[config.mk]
export PLATFORM = sky130hd
export DESIGN_NAME = imem_arbiter
export DESIGN_NICKNAME = d
export VERILOG_FILES = /design/src/rtl/imem_pkg.sv /design/src/rtl/imem_arb_prio.sv /design/src/rtl/imem_arbiter.sv
export SDC_FILE = /design/constraint.sdc
export NUM_CORES = 1
export LEC_CHECK = 0
export ABC_AREA = 1
export BUFFER_PORTS_ARGS = -buffer_cell sky130_fd_sc_hd__buf_2
export CAP_MARGIN = 0
export CORE_AREA = 3 3 99 101
export DETAILED_ROUTE_END_ITERATION = 6
export DIE_AREA = 0 0 102 104
export PLACE_DENSITY = 0.54
export REMOVE_ABC_BUFFERS = 1
export SYNTH_ARGS = -nofsm -noshare
export SYNTH_HDL_FRONTEND = slang
export SYNTH_SLANG_ARGS = --single-unit
[constraint.sdc]
create_clock -name clk -period 1.5 [get_ports clk]
set_input_delay 0 -clock clk [delete_from_list [all_inputs] [get_ports clk]]
set_output_delay 0 -clock clk [all_outputs]
set_load 0.02 [all_outputs]
[src/rtl/imem_pkg.sv]
// Shared types and defaults for the instruction-memory arbiter.
// Holds the response owner encoding and the byte-to-word index helper.
package imem_pkg;

  localparam int ADDR_WIDTH = 32;
  localparam int DATA_WIDTH = 32;
  localparam int MEM_AW     = 18;

  typedef enum logic [1:0] {
    OWN_NONE  = 2'd0,
    OWN_FETCH = 2'd1,
    OWN_LOAD  = 2'd2
  } owner_e;

  typedef struct packed {
    owner_e owner;
    logic   misalign;
  } resp_t;

  // Upper address bits are dropped, so addresses alias across the array.
  function automatic logic [MEM_AW-1:0] word_idx(input logic [ADDR_WIDTH-1:0] a);
    return a[MEM_AW+1:2];
  endfunction

endpackage

[src/rtl/imem_arb_prio.sv]
// Loader-over-fetch priority arbiter with a starvation counter that forces
// a fetch grant after MAX_BURST consecutive loader wins against a waiting fetch.
module imem_arb_prio #(
  parameter int MAX_BURST = 8
) (
  input  logic clk,
  input  logic rst,
  input  logic f_req,
  input  logic l_req,
  output logic f_gnt,
  output logic l_gnt
);

  localparam int CW = $clog2(MAX_BURST + 1);

  logic [CW-1:0] burst_cnt;
  logic          burst_full;

  assign burst_full = (burst_cnt == CW'(MAX_BURST));

  always_comb begin
    f_gnt = f_req && (!l_req || burst_full);
    l_gnt = l_req && !f_gnt;
  end

  always_ff @(posedge clk) begin
    if (rst)
      burst_cnt <= '0;
    else if (!f_req || f_gnt)
      burst_cnt <= '0;
    else if (l_gnt && !burst_full)
      burst_cnt <= burst_cnt + 1'b1;
  end

endmodule

[src/rtl/imem_arbiter.sv]
// Single-port IMEM arbiter: read-only fetch and read/write loader share one
// synchronous-read memory port; responses return exactly one cycle after grant.
module imem_arbiter
  import imem_pkg::*;
#(
  parameter int ADDR_WIDTH = imem_pkg::ADDR_WIDTH,
  parameter int DATA_WIDTH = imem_pkg::DATA_WIDTH,
  parameter int MEM_AW     = imem_pkg::MEM_AW,
  parameter int MAX_BURST  = 8
) (
  input  logic                  clk,
  input  logic                  rst,
  input  logic                  f_req,
  input  logic [ADDR_WIDTH-1:0] f_addr,
  output logic                  f_gnt,
  output logic                  f_rvalid,
  output logic [DATA_WIDTH-1:0] f_rdata,
  output logic                  f_misalign,
  input  logic                  l_req,
  input  logic                  l_we,
  input  logic [ADDR_WIDTH-1:0] l_addr,
  input  logic [DATA_WIDTH-1:0] l_wdata,
  output logic                  l_gnt,
  output logic                  l_rvalid,
  output logic [DATA_WIDTH-1:0] l_rdata,
  output logic                  m_en,
  output logic                  m_we,
  output logic [MEM_AW-1:0]     m_addr,
  output logic [DATA_WIDTH-1:0] m_wdata,
  input  logic [DATA_WIDTH-1:0] m_rdata
);

  resp_t resp_d, resp_q;
  logic  f_mis;

  assign f_mis = (f_addr[1:0] != 2'b00);

  imem_arb_prio #(.MAX_BURST(MAX_BURST)) u_prio (
    .clk   (clk),
    .rst   (rst),
    .f_req (f_req),
    .l_req (l_req),
    .f_gnt (f_gnt),
    .l_gnt (l_gnt)
  );

  // A misaligned fetch still wins arbitration but leaves the memory idle.
  always_comb begin
    m_en    = 1'b0;
    m_we    = 1'b0;
    m_addr  = '0;
    m_wdata = '0;
    resp_d  = '{owner: OWN_NONE, misalign: 1'b0};
    if (f_gnt) begin
      resp_d = '{owner: OWN_FETCH, misalign: f_mis};
      if (!f_mis) begin
        m_en   = 1'b1;
        m_addr = word_idx(f_addr);
      end
    end else if (l_gnt) begin
      m_en   = 1'b1;
      m_we   = l_we;
      m_addr = word_idx(l_addr);
      if (l_we)
        m_wdata = l_wdata;
      else
        resp_d.owner = OWN_LOAD;
    end
  end

  always_ff @(posedge clk) begin
    if (rst)
      resp_q <= '{owner: OWN_NONE, misalign: 1'b0};
    else
      resp_q <= resp_d;
  end

  // Responses are suppressed while reset is asserted so a pending one is dropped at once.
  always_comb begin
    f_rvalid   = !rst && (resp_q.owner == OWN_FETCH);
    l_rvalid   = !rst && (resp_q.owner == OWN_LOAD);
    f_misalign = f_rvalid && resp_q.misalign;
    f_rdata    = (f_rvalid && !resp_q.misalign) ? m_rdata : '0;
    l_rdata    = l_rvalid ? m_rdata : '0;
  end

endmodule

Word-level counts from Yosys, hierarchy flattened

Index checks and enable logic that the tools add are counted.

Output and inout bits: 121
Register bits: 7
Logic and storage cells: 45
Input bits: 133

Eq/ne operators: 3
Reductions and logical operators: 19
Bitwise operators: 2
Add/subtract/negate cells: 1
Multiplexer cells: 16

Operators with widths:

| operator                                            | count |
|---|---|
| 2-to-1 mux 32 bit                                   | 5 |
| 2-to-1 mux 18 bit                                   | 3 |
| logical AND 1 bit                                   | 7 |
| 2-to-1 mux 1 bit                                    | 7 |
| zero test 1 bit                                     | 6 |
| adder 4 x 1 -> 4 bit, second input constant         | 1 |
| equality test 4 bit, second input constant          | 1 |
| OR reduction 2 bit                                  | 2 |
| OR reduction 3 bit                                  | 1 |
| equality test 2 x 1 -> 1 bit, second input constant | 1 |
| equality test 2 bit, second input constant          | 1 |
| logical OR 1 bit                                    | 2 |
| 2-to-1 mux 2 bit                                    | 1 |
| NOT 1 bit                                           | 2 |
| nonzero test 2 bit                                  | 1 |

Longest topological paths before layout

Depth after elaboration: 7
Depth in mapped cells: 8
Gate-level depth less buffers: 7

Cells and area by module

Synthesis repeated with hierarchy kept, for this count alone.

Cell total of the unflattened synthesis: 281
Area total of the unflattened synthesis: 1435.1 um2

Modules (own cells, without submodules):

| module        | times used | sequential area each (um2) | area each (um2) | cells an instance |
|---|---|---|---|---|
| imem_arbiter  | 1          | 60.1                       | 1226.2          | 255 |
| imem_arb_prio | 1          | 80.1                       | 209.0           | 26 |

Worst setup path before layout

Ideal clock, no wire load.

Path type: reg2out
Start: reg u_prio.burst_cnt[0]
End: out m_wdata[13]
Path buffers: 1
Data arrival time: 1317 ps
Setup slack: 183 ps
Stages on the path, launching flop included: 9
Data required time: 1500 ps
Cell sequence: dfxtp_1 -> inv_1 -> ha_1 -> nand3_2 -> nand2_2 -> nand2_4 -> nand2_4 -> buf_6 -> nor2_1

Longest elaborated chain between the ends: 7

Ends and longest elaborated chain:

| what                   | line                | RTL |
|---|---|---|
| start, declared        | imem_arb_prio.sv:16 | `logic [CW-1:0] burst_cnt;` |
| start signal, assigned | imem_arb_prio.sv:32 | `burst_cnt <= burst_cnt + 1'b1;` |
| equality test 4 bit *  | imem_arb_prio.sv:19 | `assign burst_full = (burst_cnt == CW'(MAX_BURST));` |
| logical OR 1 bit *     | imem_arb_prio.sv:22 | `f_gnt = f_req && (!l_req \|\| burst_full);` |
| logical AND 1 bit *    | imem_arb_prio.sv:22 |  |
| zero test 1 bit        | imem_arb_prio.sv:23 | `l_gnt = l_req && !f_gnt;` |
| logical AND 1 bit      | imem_arb_prio.sv:23 |  |
| 2-to-1 mux 32 bit      | imem_arbiter.sv:60  | `end else if (l_gnt) begin` |
| 2-to-1 mux 32 bit *    | imem_arbiter.sv:54  | `if (f_gnt) begin` |
| end, declared          | imem_arbiter.sv:29  | `output logic [DATA_WIDTH-1:0] m_wdata,` |

Every way passes the cells marked *; elsewhere a longest branch is shown, timed or not.

Worst setup path after layout

Start: reg u_prio.burst_cnt[1]
End: out m_addr[8]

Longest elaborated chain between the ends: 7

Ends and longest elaborated chain:

| what                  | line                | RTL |
|---|---|---|
| equality test 4 bit * | imem_arb_prio.sv:19 |  |
| logical OR 1 bit *    | imem_arb_prio.sv:22 |  |
| logical AND 1 bit *   | imem_arb_prio.sv:22 |  |
| zero test 1 bit       | imem_arb_prio.sv:23 |  |
| logical AND 1 bit     | imem_arb_prio.sv:23 |  |
| 2-to-1 mux 18 bit     | imem_arbiter.sv:60  |  |
| 2-to-1 mux 18 bit *   | imem_arbiter.sv:54  |  |
| end, declared         | imem_arbiter.sv:28  | `output logic [MEM_AW-1:0] m_addr,` |

Marks and branches as above.

==> results_tabular.tex <==
\begin{tabular}{lr}
\hline
Metric & Value \\
\hline
\multicolumn{2}{l}{\textbf{Pwr}} \\
\quad Worst VDD drop & 238 uV \\
\quad Power per standard cell area & 371 nW/um2 \\
\quad Leakage dissipation & 2.07 nW \\
\quad Power consumption & 0.00131 W \\
\multicolumn{2}{l}{\textbf{Synthesis}} \\
\quad Post-synth design cell area & 1400 um2 \\
\quad Commonest register cell after synthesis & dfxtp\_1 \\
\quad Synth Area in Compound Gates & 0\% \\
\quad Library cell occupying the most area in the post-synthesis netlist & nor2\_1 \\
\quad Proportion of synthesized flip-flops having asynchronous set or reset & 0\% \\
\quad Post-synthesis xor/xnor area fraction & 1.25\% \\
\quad Warnings, synthesis & 0 \\
\quad Combinational family with the most area after synthesis & simple AND/OR/NAND/NOR gates \\
\quad Library cells used by synthesis & 20 \\
\quad Synthesized-area fraction occupied by and/or/nand/nor cells & 64.2\% \\
\quad Number of synthesized flops with an enable pin & 0 \\
\quad Post-synthesis area per instance & 4.97 um2 \\
\quad Share of synthesized area occupied by flip-flops and latches & 9.99\% \\
\quad Synthesized instance count & 282 \\
\quad Top-count cell post-synth & nor2\_1 \\
\quad Portion of netlist area occupied by mux cells & 0\% \\
\quad Adder-cell share of the synthesized area & 1.78\% \\
\quad Share of the synthesized area in the top cell type & 25.2\% \\
\quad Most numerous cell types in the synthesized netlist & 94 x nor2\_1, 52 x nand2\_1, 43 x inv\_1 \\
\quad Register bit count reported by yosys & 7 \\
\quad Top cells by area, synth & nor2\_1 25\%, nand2\_1 14\%, inv\_1 12\% \\
\multicolumn{2}{l}{\textbf{Drt}} \\
\quad Number of detailed-route iterations in the first pass & 4 \\
\quad DRC violations left & 0 \\
\quad DR vias/cell & 4.26 \\
\quad DRT iter0 DRCs & 103 \\
\quad Overall routed net length & 7840 um \\
\quad Remaining antenna violation count & 0 \\
\quad Routed WL per cell & 12.6 um \\
\quad Vias post-DR & 2649 \\
\multicolumn{2}{l}{\textbf{Setup path}} \\
\quad Critical-path cell list & inv\_2, ha\_4, nand3\_4, nand2\_4, nand2\_4, buf\_6, clkbuf\_16, nand3\_1, nand2\_1, buf\_6 \\
\quad Crit. End Element & primary output \\
\quad Slowest-stage cell, CP & dfxtp\_2 \\
\quad Data required time at the worst endpoint & 1.50 ns \\
\quad Worst setup path category & flip-flop to primary output \\
\quad Crit path arrival time & 1.52 ns \\
\quad Delay of the slowest cell on the worst path & 0.31 ns \\
\quad Critical Path Fanout Max & 6 \\
\quad Setup crit start kind & flip-flop \\
\multicolumn{2}{l}{\textbf{CTS}} \\
\quad Clock slew at the register clock pins of the worst setup and hold paths & 0.04 ns \\
\quad Maximum count of clock buffers along a single path & 2 \\
\quad Number of buffers inserted during clock tree synthesis & 3 \\
\quad Later-pin clock latency in the skew report & 0.22 ns \\
\quad CTS H-tree lvls & 1 \\
\quad Total number of clock tree sinks & 7 \\
\quad Clk Tree Root Cell & clkbuf\_8 \\
\quad TritonCTS clock tree & yes \\
\multicolumn{2}{l}{\textbf{Finish}} \\
\quad Sequential Area & 143 um2 \\
\quad Antenna diode count & 0 \\
\quad Post-layout instance count excluding filler cells & 622 \\
\quad Final cell area excluding filler cells & 3540 um2 \\
\quad Footprint of the multi-input gates & 1280 um2 \\
\quad Nets@finish & 647 \\
\quad Number of inserted filler cells in the final layout & 916 \\
\quad Share of layout cells above drive strength 1 & 62.8\% \\
\quad Synthesis-to-layout area growth & 152\% \\
\multicolumn{2}{l}{\textbf{STA}} \\
\quad Share of the clock period used by the worst path after layout & 101\% \\
\quad RSZ-0062 raised after global routing & yes \\
\quad Maximum clock skew at final layout & 0.00234 ns \\
\quad Final Setup Violations & 6 \\
\quad Final-report hold violation count & 0 \\
\quad Peak Freq & 660 MHz \\
\quad Slew Viols, Final & 0 \\
\quad Final Worst Setup Slack & -0.0153 ns \\
\quad Worst-Margin Slew & 0.526 ns \\
\quad Post-layout minimum cycle time & 1.52 ns \\
\quad Worst max-slew margin expressed relative to the limit & 65.0\% \\
\multicolumn{2}{l}{\textbf{GRT}} \\
\quad Number of antenna violations at the first check in global routing & 0 \\
\quad Via count of the first global-routing pass & 2264 \\
\quad Tot GR Track Use & 12.0\% \\
\quad Pin count of the biggest net entering global routing & 34 \\
\quad Global-route wire length before repair & 10400 um \\
\quad Residual overflow from global routing & 0 \\
\multicolumn{2}{l}{\textbf{Status}} \\
\quad Violations in the final reports & setup timing \\
\quad Run status & finished, violations left \\
\multicolumn{2}{l}{\textbf{Placed design}} \\
\quad HPWL after detailed placement & 5810 um \\
\quad Final GP Congestion & 0.734 \\
\quad Number of placed cells counting well taps & 606 \\
\quad Buffers on Ports & 227 \\
\quad Cell area reported after detailed placement & 2620 um2 \\
\multicolumn{2}{l}{\textbf{Die}} \\
\quad Die X-Extent & 102 um \\
\quad Die area & 10600 um2 \\
\quad Initial standard-cell utilization of the core & 15.4\% \\
\quad Total core area & 9110 um2 \\
\quad I/O pin total & 254 \\
\quad Vertical die dimension & 104 um \\
\quad Number of cell rows & 35 \\
\multicolumn{2}{l}{\textbf{Worst hold path}} \\
\quad Hold/Removal Path Class & input pin to flip-flop \\
\multicolumn{2}{l}{\textbf{Run}} \\
\quad Max\_cap viols & 0 \\
\hline
\end{tabular}
-- what timing repair did --
action,in CTS,in global routing
resized for setup,65,138
pin swaps,4,13
cloned,2,3
hold buffers,1,0
hold endpoints to repair,1,0
endpoints found under the setup margin,52,60
buffers inserted,5,1
-- cell families (layout without fill, tap and decap cells) --
family        after synthesis  count (layout)
simple gates              204             204
fa+ha+maj                   2               2
buf+inv                    67             296
flops                       7               7
xor+xnor                    2               2
-- stage by stage --
| stage | utilization [%] | TNS, ns | worst slack [ns] | hold WS (ns) |
|---|---|---|---|---|
| floorplan | - | -4.09 | -0.152 | 0.0547 |
| global placement | 28.7 | 0 | 0.160 | 0.232 |
| detailed placement | 28.7 | 0 | 0.136 | 0.243 |
| CTS | 32.4 | 0 | 0.000382 | 0.00170 |
| global route | 38.9 | -3.13 | -0.0952 | 0.0337 |
| finish | 38.9 | -0.0412 | -0.0153 | 0.0302 |
-- power breakdown --
part | leakage, nW | switching (W) | internal, W
sequential | 0.0578 | 0.00000248 | 0.000192
combinational | 1.98 | 0.000466 | 0.000395
clock | 0.0228 | 0.0000758 | 0.000183
total | 2.07 | 0.000545 | 0.000770
-- sequential cells by signal (all words and copies together), names as in the netlist --
| name | cells |
|---|---|
| u_prio.burst_cnt | 4 |
| resp_q | 3 |
-- cells in the final DEF (no fill, tap or decap), types with 3 or more instances in the layout --
master and instances:
nor2_1 72, buf_6 53, buf_4 13, nor2_4 28, nand2_1 40, nand4_1 19
dfxtp_1 5, nand2_2 12, buf_2 172, inv_2 4, nor2_2 5, clkbuf_16 3
nand2_4 3, clkbuf_8 3, inv_1 39, nand3_2 11, nand3_1 9
-- cell type report --
class | instances | share of cell area, %
repair buffers | 248 | 49.9
multi-input cells | 208 | 36.2
inverters | 44 | 4.73
flip-flops and latches | 7 | 4.03
well taps | 111 | 3.92
clock buffers | 4 | 1.27
-- layer usage --
metal	global-route usage, %	wire length [um]
met1	12.4	2730
met2	23.7	4220
met3	2.01	811
met4	3.28	81
met5	0	0
-- critical path, delay by kind of cell (launching register included) --
family,cells,cell delay (ns)
buffers and inverters,4,0.47
DFF,1,0.31
adders and majority gates,1,0.14
and+or+nand+nor,5,0.36
-- path summary, 6_finish.rpt --
check             slack (ns)             endpoint                start  cells past startpoint
setup / recovery       -0.02            m_addr[8]  u_prio.burst_cnt[1]                     10
hold / removal          0.03            resp_q[0]                  rst                      2
setup reg to reg        0.03            resp_q[0]  u_prio.burst_cnt[1]                     10
hold reg to reg         0.51  u_prio.burst_cnt[0]  u_prio.burst_cnt[0]                      2
No activity file was read; power rests on OpenSTA's default activity.
